<file path="src/rtl/if_stage_fq_if.sv">
// Fetch-stage bus bundle: split addr_ok/data_ok SRAM port, ID handshake
// and the EX redirect, seen from the fetch stage (master) or its peers.
interface if_stage_fq_if #(
    parameter int ADDR_W = 32,
    parameter int DATA_W = 32,
    parameter int CNT_W  = 3
);
    logic              br_taken;
    logic [ADDR_W-1:0] br_target;
    logic              inst_req;
    logic [ADDR_W-1:0] inst_addr;
    logic              inst_addr_ok;
    logic              inst_data_ok;
    logic [DATA_W-1:0] inst_rdata;
    logic              ds_allow_in;
    logic              fs_to_ds_valid;
    logic [ADDR_W-1:0] fs_pc;
    logic [DATA_W-1:0] fs_inst;
    logic [CNT_W-1:0]  fq_count;

    modport master (
        input  br_taken,
        input  br_target,
        output inst_req,
        output inst_addr,
        input  inst_addr_ok,
        input  inst_data_ok,
        input  inst_rdata,
        input  ds_allow_in,
        output fs_to_ds_valid,
        output fs_pc,
        output fs_inst,
        output fq_count
    );

    modport slave (
        output br_taken,
        output br_target,
        input  inst_req,
        input  inst_addr,
        output inst_addr_ok,
        output inst_data_ok,
        output inst_rdata,
        output ds_allow_in,
        input  fs_to_ds_valid,
        input  fs_pc,
        input  fs_inst,
        input  fq_count
    );
endinterface

</file>
<file path="src/rtl/if_stage_fq.sv">
// Fetch stage with an in-order instruction queue in front of ID.
// Owns the PC, keeps FQ_DEPTH credits across in-flight and queued fetches.
module if_stage_fq #(
    parameter int              ADDR_W   = 32,
    parameter int              DATA_W   = 32,
    parameter int              FQ_DEPTH = 4,
    parameter logic [ADDR_W-1:0] RESET_PC = ADDR_W'(32'h1c00_0000)
) (
    input logic            clk,
    input logic            reset,
    if_stage_fq_if.master  fs
);
    localparam int PTR_W = $clog2(FQ_DEPTH);
    localparam int CNT_W = PTR_W + 1;

    typedef logic [CNT_W-1:0] cnt_t;
    typedef logic [PTR_W-1:0] ptr_t;

    localparam cnt_t            DEPTH = cnt_t'(FQ_DEPTH);
    localparam logic [CNT_W:0]  DEPTH_X = {1'b0, DEPTH};

    logic [ADDR_W-1:0] pc, pc_n;
    cnt_t              inflight, inflight_n;
    cnt_t              discard, discard_n;
    cnt_t              count, count_n;
    ptr_t              q_wp, q_wp_n, q_rp, q_rp_n;
    ptr_t              p_wp, p_wp_n, p_rp, p_rp_n;

    logic [ADDR_W-1:0] q_pc   [FQ_DEPTH];
    logic [DATA_W-1:0] q_inst [FQ_DEPTH];
    logic [ADDR_W-1:0] p_pc   [FQ_DEPTH];

    logic [CNT_W:0]    credit_sum;
    logic              req;
    logic              accept;
    logic              ret;
    logic              drop;
    logic              push;
    logic              pop;
    logic              head_v;
    logic              out_v;

    // Credits cover discard-pending requests, so a push always has room.
    always_comb begin
        credit_sum = {1'b0, inflight} + {1'b0, count};
        req        = !reset && (credit_sum < DEPTH_X);
        accept     = req && fs.inst_addr_ok;
        ret        = fs.inst_data_ok && (inflight != '0);
        drop       = ret && (discard != '0);
        push       = ret && !drop && !fs.br_taken;
        head_v     = (count != '0);
        out_v      = head_v && !fs.br_taken;
        pop        = out_v && fs.ds_allow_in;
    end

    assign fs.inst_req       = req;
    assign fs.inst_addr      = pc;
    assign fs.fs_to_ds_valid = out_v;
    assign fs.fs_pc          = head_v ? q_pc[q_rp]   : '0;
    assign fs.fs_inst        = head_v ? q_inst[q_rp] : '0;
    assign fs.fq_count       = count;

    always_comb begin
        inflight_n = inflight + cnt_t'(accept) - cnt_t'(ret);
        p_wp_n     = p_wp + ptr_t'(accept);
        p_rp_n     = p_rp + ptr_t'(ret);
        pc_n       = accept ? pc + ADDR_W'(4) : pc;
        discard_n  = discard - cnt_t'(drop);
        count_n    = count + cnt_t'(push) - cnt_t'(pop);
        q_wp_n     = q_wp + ptr_t'(push);
        q_rp_n     = q_rp + ptr_t'(pop);
        // Redirect: everything still owed by the SRAM is now stale.
        if (fs.br_taken) begin
            pc_n      = fs.br_target;
            discard_n = inflight_n;
            count_n   = '0;
            q_rp_n    = q_wp;
            q_wp_n    = q_wp;
        end
    end

    always_ff @(posedge clk) begin
        if (reset) begin
            pc       <= RESET_PC;
            inflight <= '0;
            discard  <= '0;
            count    <= '0;
            q_wp     <= '0;
            q_rp     <= '0;
            p_wp     <= '0;
            p_rp     <= '0;
        end else begin
            pc       <= pc_n;
            inflight <= inflight_n;
            discard  <= discard_n;
            count    <= count_n;
            q_wp     <= q_wp_n;
            q_rp     <= q_rp_n;
            p_wp     <= p_wp_n;
            p_rp     <= p_rp_n;
        end
    end

    always_ff @(posedge clk) begin
        if (accept) begin
            p_pc[p_wp] <= pc;
        end
        if (push) begin
            q_pc[q_wp]   <= p_pc[p_rp];
            q_inst[q_wp] <= fs.inst_rdata;
        end
    end
endmodule

</file>
<file path="src/flat_wrapper.sv">
// flat-port wrapper written by rule: the top's interface ports become plain ports
module if_stage_fq_flat 
#(
    parameter int              ADDR_W   = 32,
    parameter int              DATA_W   = 32,
    parameter int              FQ_DEPTH = 4,
    parameter logic [ADDR_W-1:0] RESET_PC = ADDR_W'(32'h1c00_0000)
)
  (clk, reset, fs_br_taken, fs_br_target, fs_inst_req, fs_inst_addr, fs_inst_addr_ok, fs_inst_data_ok, fs_inst_rdata, fs_ds_allow_in, fs_fs_to_ds_valid, fs_fs_pc, fs_fs_inst, fs_fq_count);
  if_stage_fq_if #(.ADDR_W(ADDR_W), .DATA_W(DATA_W), .CNT_W(3)) fs_i ();
  input logic clk;
  input logic reset;
  input wire logic [$bits(fs_i.br_taken)-1:0] fs_br_taken;
  input wire logic [$bits(fs_i.br_target)-1:0] fs_br_target;
  output wire logic [$bits(fs_i.inst_req)-1:0] fs_inst_req;
  output wire logic [$bits(fs_i.inst_addr)-1:0] fs_inst_addr;
  input wire logic [$bits(fs_i.inst_addr_ok)-1:0] fs_inst_addr_ok;
  input wire logic [$bits(fs_i.inst_data_ok)-1:0] fs_inst_data_ok;
  input wire logic [$bits(fs_i.inst_rdata)-1:0] fs_inst_rdata;
  input wire logic [$bits(fs_i.ds_allow_in)-1:0] fs_ds_allow_in;
  output wire logic [$bits(fs_i.fs_to_ds_valid)-1:0] fs_fs_to_ds_valid;
  output wire logic [$bits(fs_i.fs_pc)-1:0] fs_fs_pc;
  output wire logic [$bits(fs_i.fs_inst)-1:0] fs_fs_inst;
  output wire logic [$bits(fs_i.fq_count)-1:0] fs_fq_count;
  assign fs_i.br_taken = fs_br_taken;
  assign fs_i.br_target = fs_br_target;
  assign fs_inst_req = fs_i.inst_req;
  assign fs_inst_addr = fs_i.inst_addr;
  assign fs_i.inst_addr_ok = fs_inst_addr_ok;
  assign fs_i.inst_data_ok = fs_inst_data_ok;
  assign fs_i.inst_rdata = fs_inst_rdata;
  assign fs_i.ds_allow_in = fs_ds_allow_in;
  assign fs_fs_to_ds_valid = fs_i.fs_to_ds_valid;
  assign fs_fs_pc = fs_i.fs_pc;
  assign fs_fs_inst = fs_i.fs_inst;
  assign fs_fq_count = fs_i.fq_count;
  if_stage_fq #(.ADDR_W(ADDR_W), .DATA_W(DATA_W), .FQ_DEPTH(FQ_DEPTH), .RESET_PC(RESET_PC)) u_core (.clk(clk), .reset(reset), .fs(fs_i));
endmodule
</file>
<file path="config.mk">
export PLATFORM = sky130hd
export DESIGN_NAME = if_stage_fq_flat
export DESIGN_NICKNAME = d
export VERILOG_FILES = /design/src/rtl/if_stage_fq_if.sv /design/src/rtl/if_stage_fq.sv /design/src/flat_wrapper.sv
export SDC_FILE = /design/constraint.sdc
export NUM_CORES = 1
export LEC_CHECK = 0
export ABC_AREA = 0
export BUFFER_PORTS_ARGS = -buffer_cell sky130_fd_sc_hd__buf_4
export CAP_MARGIN = 40
export CORE_MARGIN = 10
export CORE_UTILIZATION = 55
export CTS_CLUSTER_DIAMETER = 50
export CTS_CLUSTER_SIZE = 10
export DETAILED_ROUTE_END_ITERATION = 6
export PLACE_DENSITY = 0.76
export SYNTH_ARGS = -nofsm -noshare
export SYNTH_HDL_FRONTEND = slang
export SYNTH_SLANG_ARGS = --single-unit
</file>
<file path="constraint.sdc">
create_clock -name clk -period 10.7 [get_ports clk]
set_input_delay 0.535 -clock clk [delete_from_list [all_inputs] [get_ports clk]]
set_output_delay 0.535 -clock clk [all_outputs]
set_load 0.02 [all_outputs]
</file>
=== After elaboration in Yosys (flattened, before gate mapping) ===
Memory sizes are Yosys's and may differ from the RTL's. A register that Yosys moved wholly into a read port is not among the register bits.
Cells that the tools add are included.

* $add $sub $neg: 11
* Multipliers: 0
* Div/mod/pow operators: 0
* $lt $le $gt $ge: 1
* Eq/ne operators: 0
* Shift operators: 0
* Multiplexer cells: 13
* Bitwise logic cells: 0
* Reductions and logical operators: 16

{| class="wikitable"
|+ Operators with widths
! operator !! number
|-
| 2-to-1 mux 32 bit || 4
|-
| adder 32 x 3 -> 32 bit (second input constant) || 1
|-
| nonzero test 3 bit || 3
|-
| subtractor 3 x 1 -> 3 bit || 3
|-
| adder 2 x 1 -> 2 bit || 4
|-
| logical AND 1 bit || 8
|-
| 2-to-1 mux 2 bit || 4
|-
| adder 3 x 1 -> 3 bit || 2
|-
| adder 3 x 3 -> 4 bit || 1
|-
| less-than comparator 4 x 3 -> 1 bit (second input constant) || 1
|-
| 2-to-1 mux 1 bit || 4
|-
| logical NOT 1 bit || 3
|-
| 2-to-1 mux 3 bit || 1
|-
| nonzero test 2 bit || 1
|-
| OR reduction 2 bit || 1
|}

* Bits in registers: 49
* Bits in latches: 0
* Memory bits (writable): 384
* Bits in read-only memories: 0
* Output and inout bits: 101
* Memories kept: 3

{| class="wikitable"
|+ Memories
! name !! depth !! bits a word !! read ports !! clocked after memory_dff !! write ports !! RTL line !! RTL
|-
| u_core.p_pc || 4 || 32 || 1 || 1 || 1 || if_stage_fq.sv:31 || <nowiki>logic [ADDR_W-1:0] p_pc [FQ_DEPTH];</nowiki>
|-
| u_core.q_inst || 4 || 32 || 1 || 1 || 1 || if_stage_fq.sv:30 || <nowiki>logic [DATA_W-1:0] q_inst [FQ_DEPTH];</nowiki>
|-
| u_core.q_pc || 4 || 32 || 1 || 1 || 1 || if_stage_fq.sv:29 || <nowiki>logic [ADDR_W-1:0] q_pc [FQ_DEPTH];</nowiki>
|}

=== Depth between registers and ports, before layout ===
* Depth after elaboration: 8
* Depth in mapped cells: 11
* Mapped depth without buffers: 10

=== Worst setup path after synthesis ===
No wires, ideal clock.

* Path kind: flip-flop to flip-flop
* Start: register u_core.discard[0]
* End: memory u_core.q_inst[0][0], enable pin
* Setup time: 578 ps
* Data arrival time: 5,759 ps
* Required time: 10,122 ps
* Setup slack: 4,362 ps
* Stages on the path, launching flop included: 4
* Clock period less this slack: 6,338 ps
* Cells stage by stage: dfxtp_1 -> or3_1 -> nor3_1 -> nor3b_1

* Word-level cells in the longest chain between the ends: 7

{| class="wikitable"
|+ Ends and longest elaborated chain
! what !! RTL line !! RTL
|-
| from (decl) || if_stage_fq.sv:24 || <nowiki>cnt_t discard, discard_n;</nowiki>
|-
| from (signal assigned) || if_stage_fq.sv:95 || <nowiki>discard <= discard_n;</nowiki>
|-
| nonzero test 3 bit || if_stage_fq.sv:49 || <nowiki>drop = ret && (discard != '0);</nowiki>
|-
| logical AND 1 bit || if_stage_fq.sv:49 ||
|-
| logical NOT 1 bit || if_stage_fq.sv:50 || <nowiki>push = ret && !drop && !fs.br_taken;</nowiki>
|-
| logical AND 1 bit (2 in a row) || if_stage_fq.sv:50 ||
|-
| 2-to-1 mux 1 bit || if_stage_fq.sv:108 || <nowiki>if (push) begin</nowiki>
|-
| 2-to-1 mux 1 bit (not written as such) || if_stage_fq.sv:110 || <nowiki>q_inst[q_wp] <= fs.inst_rdata;</nowiki>
|-
| to (decl) || if_stage_fq.sv:30 ||
|}

Every way passes these cells.

==> reports/results.txt <==
top cell family by delay on the critical path -> buffers and inverters
hold-fix buffer count after cts -> 0
classification of the worst-slack hold path -> input port to flop
power after layout -> 4081 µW
power spent charging and discharging nets -> 935.2 µW
final critical-path required period -> 3.265 ns
number of nets in the final layout -> 1,176
Avg Synthesized Cell Area -> 18.87 µm²
Critical-path top delay cell -> sky130_fd_sc_hd__dfxtp_4
wire length of the first global-routing pass -> 53,760 µm
leak pwr -> 0.006794 µW
internal portion of total power -> 3146 µW
global-route track usage on met2 -> 29.16%
vias per cell -> 5.801
multi-input logic area -> 4190 µm²
largest area contributor in the synthesized netlist -> sky130_fd_sc_hd__edfxtp_1
maximum number of pins on one net before global-route repair -> 66
WP data required -> 10.17 ns
core region area -> 30,510 µm²
IR drop worst, VDD -> 0.1267 mV
Setup Total Neg Slack -> 0 ns
number of buffers created by CTS -> 51
setup repair after global routing missed its margin -> no
final-report hold violation count -> 0
number of buffers on the longest clock path -> 3
Setup CP Type -> flop to primary output
max-capacitance violation count -> 0
switching share of power -> 22.92%
post-synthesis compound-gate area fraction -> 1.789%
Slew Viols, Final -> 0
overall die width -> 195.4 µm
adder-cell share of the synthesized area -> 1.198%
launch point of the worst path -> u_core.q_rp[0]$_SDFF_PP0_
post-placement cell area -> 18,800 µm²
Initial DRC Count -> 632
Synth Area in Simple Gates -> 6.919%
register area -> 12,520 µm²
GR met3 Demand/Resource -> 4.317%
summed area of non-filler cells in the final layout -> 20,290 µm²
number of DRC violations after detailed routing -> 0
fraction of power consumed by combinational cells -> 12.2%
part of the total power dissipated in sequential elements -> 50.2%
achievable frequency -> 0.3062 GHz
critical register-to-register path startpoint -> u_core.fs.fq_count[2]$_SDFF_PP0_
residual antenna-violating net count after detailed routing -> 0
Unique masters post-synth -> 51
critical path buffer and inverter count -> 3
cell chosen for the clock root -> sky130_fd_sc_hd__clkbuf_16
CP cell instances -> buf_4 > buf_16 > mux4_2 > nor2b_1 > buf_4
number of resized instances in the post-cts repair step -> 0
Final Core Density -> 66.51%
remaining global-route overflow -> 0
leading cell types by count after synthesis -> 384 x sky130_fd_sc_hd__edfxtp_1, 96 x sky130_fd_sc_hd__mux4_2, 71 x sky130_fd_sc_hd__nor2b_1
# port buffers -> 170
post-CTS setup buffer count -> 0
share of the synthesized area in the top cell type -> 68.13%
layout overhead on the synthesized area -> 19.89%
Global Route met1 Usage -> 23.72%
parity-gate share of the synthesized area counting xor and xnor cells -> 1.604%
count of flip-flops with a built-in enable after synthesis -> 384
number of inserted diodes -> 0
Worst-Skew Late Latency -> 0.56 ns
pre-CTS WS -> 7.701 ns
dominant combinational cell family by area after synthesis -> multiplexers
crit-path most repeated cell -> sky130_fd_sc_hd__buf_4
hpwl dp -> 21,120 µm
power density over the cells -> 201.1 nW/µm²
via count -> 8,794
Async S/R FF share, synth -> 0%
number of detailed-routing iterations run before antenna repair -> 5
maximum fanout along the worst path -> 41
final setup vio count -> 0
dominant register cell in the synthesized netlist -> sky130_fd_sc_hd__edfxtp_1
synthesized flop and latch total -> 433
post-synthesis cell area -> 16,920 µm²
die outline area -> 38,190 µm²
post-route fraction of the period consumed by the critical path -> 30.52%
Setup crit end kind -> primary output
routability congestion estimate -> 0.8291
launch instance of the worst min-delay path -> fs_inst_rdata[28]
die height -> 195.4 µm
portion of netlist area occupied by mux cells -> 13.02%
most heavily used metal layer in global routing -> met2
tightest slew margin relative to the limit -> 44.96%
clock sink total -> 433
placement row count -> 64
CTS tree -> built
GRT Overall Usage -> 17.93%
most area-consuming cells after synthesis -> sky130_fd_sc_hd__edfxtp_1 68%, sky130_fd_sc_hd__mux4_2 13%, sky130_fd_sc_hd__dfxtp_1 5.8%
initial antenna violation count -> 0
final-layout fill cell count -> 1,947
arrival time at the worst endpoint -> 2.73 ns
Avg WL per Cell -> 22.85 µm
sum of routed wire length over all layers -> 34,640 µm
most common cell in the netlist -> sky130_fd_sc_hd__edfxtp_1
via count of the first global-routing pass -> 9,124
fraction of layout instances using a drive strength above 1 -> 32.41%
clock share of power -> 37.6%
top-level I/O count -> 171
PnR worst setup slack -> 7.435 ns
H-tree depth -> 2
worst-case clock skew -> 0.02737 ns
CTS clk-pin slew, worst paths -> 0.05 ns
synthesized netlist cell count -> 897
net count after synthesis -> 982
Tightest Pin Transition -> 0.8245 ns
startpoint types -> flop
initial core utilization -> 55.47%
sequential share of the synthesized area -> 73.93%
status -> complete, no violations
warnings from Yosys -> 0
longest individual stage delay on the worst path -> 0.54 ns
==> routing by layer <==
metal	part of all wire, %	wire (µm)
met1	42	14640
met2	49	17010
met3	6.7	2305
met4	2.0	680
met5	0	0
==> cell families (layout without fill, tap and decap cells) <==
kind of cell	Yosys count	after routing
fa+ha+maj	15	15
mux	100	100
compound gates	44	44
xor+xnor	31	31
buf+inv	65	288
simple gates	209	209
flops	433	433
==> final timing paths <==
kind	endpoint	depth (start not counted)	slack [ns]
max	fs_fs_pc[1]	5	7.43
min	u_core.q_inst[2][28]$_DFFE_PP_	1	0.19
max reg2reg	u_core.fs.fq_count[2]$_SDFF_PP0_	11	7.78
min reg2reg	u_core.q_rp[1]$_SDFF_PP0_	2	0.52
==> placed cells by master (no fill, tap or decap), drive strengths merged, types with 2 or more instances in the layout <==
master  instances
nand3          15
o21ai           3
nor2b          71
or3             6
dfxtp          49
nor3b           2
nand4          11
nand2          23
edfxtp        384
and3            5
nor3           10
o31a            2
ha             13
or4             2
buf           187
mux4           96
and4            3
xor2            9
and2            4
clkbuf         75
a21oi          11
mux2i           3
a311oi          4
inv            20
clkinv          5
xnor2          22
o31ai           2
a211oi         18
nor4           12
nor2           40
fa              2
==> worst register-to-register path, stage by stage (launching register included) <==
cell and delay, ns:
sky130_fd_sc_hd__dfxtp_1 0.35, sky130_fd_sc_hd__nor3_2 0.17, sky130_fd_sc_hd__buf_4 0.62, sky130_fd_sc_hd__nor2_1 0.12, sky130_fd_sc_hd__and2_1 0.24, sky130_fd_sc_hd__ha_1 0.29
sky130_fd_sc_hd__inv_1 0.05, sky130_fd_sc_hd__ha_1 0.20, sky130_fd_sc_hd__fa_1 0.38, sky130_fd_sc_hd__xnor2_1 0.18, sky130_fd_sc_hd__xnor2_1 0.14, sky130_fd_sc_hd__nor3_1 0.06
==> metrics by stage <==
step,hold WS (ns),cells
2_1_floorplan,0.4860,897
3_3_place_gp,0.5132,1428
3_5_place_dp,0.5211,1434
4_1_cts,0.1642,1516
5_1_grt,0.1735,1516
6_report,0.1909,1516
==> state kept, by name (all words and copies together) (netlist names) <==
signal and count:
u_core.discard 3, u_core.fs.fq_count 3, u_core.q_rp 2, u_core.p_rp 2, u_core.inflight 3, u_core.p_pc 128, u_core.q_wp 2, u_core.q_inst 128
u_core.fs.inst_addr 32, u_core.q_pc 128, u_core.p_wp 2
==> layout make-up <==
cell class                      instances  share of cell area (%)
Timing Repair Buffer                  187                   7.510
Clock buffer                           75                   6.943
Inverter                               19                  0.3515
Tap cell                              396                   2.442
Clock inverter                          7                  0.4008
Multi-Input combinational cell        399                   20.65
Sequential cell                       433                   61.70
==> power groups by stage <==
| stage | logic, µW | clock network [µW] | registers, µW |
|---|---|---|---|
| 4_1_cts | 505 | 1560 | 2050 |
| 3_5_place_dp | 503 | 0 | 2080 |
| 2_1_floorplan | 342 | 0 | 2060 |
| 5_1_grt | 545 | 1630 | 2060 |
| 6_report | 498 | 1530 | 2050 |
| 3_3_place_gp | 485 | 0 | 2080 |
Note: power is estimated with default switching activity, not from simulation.
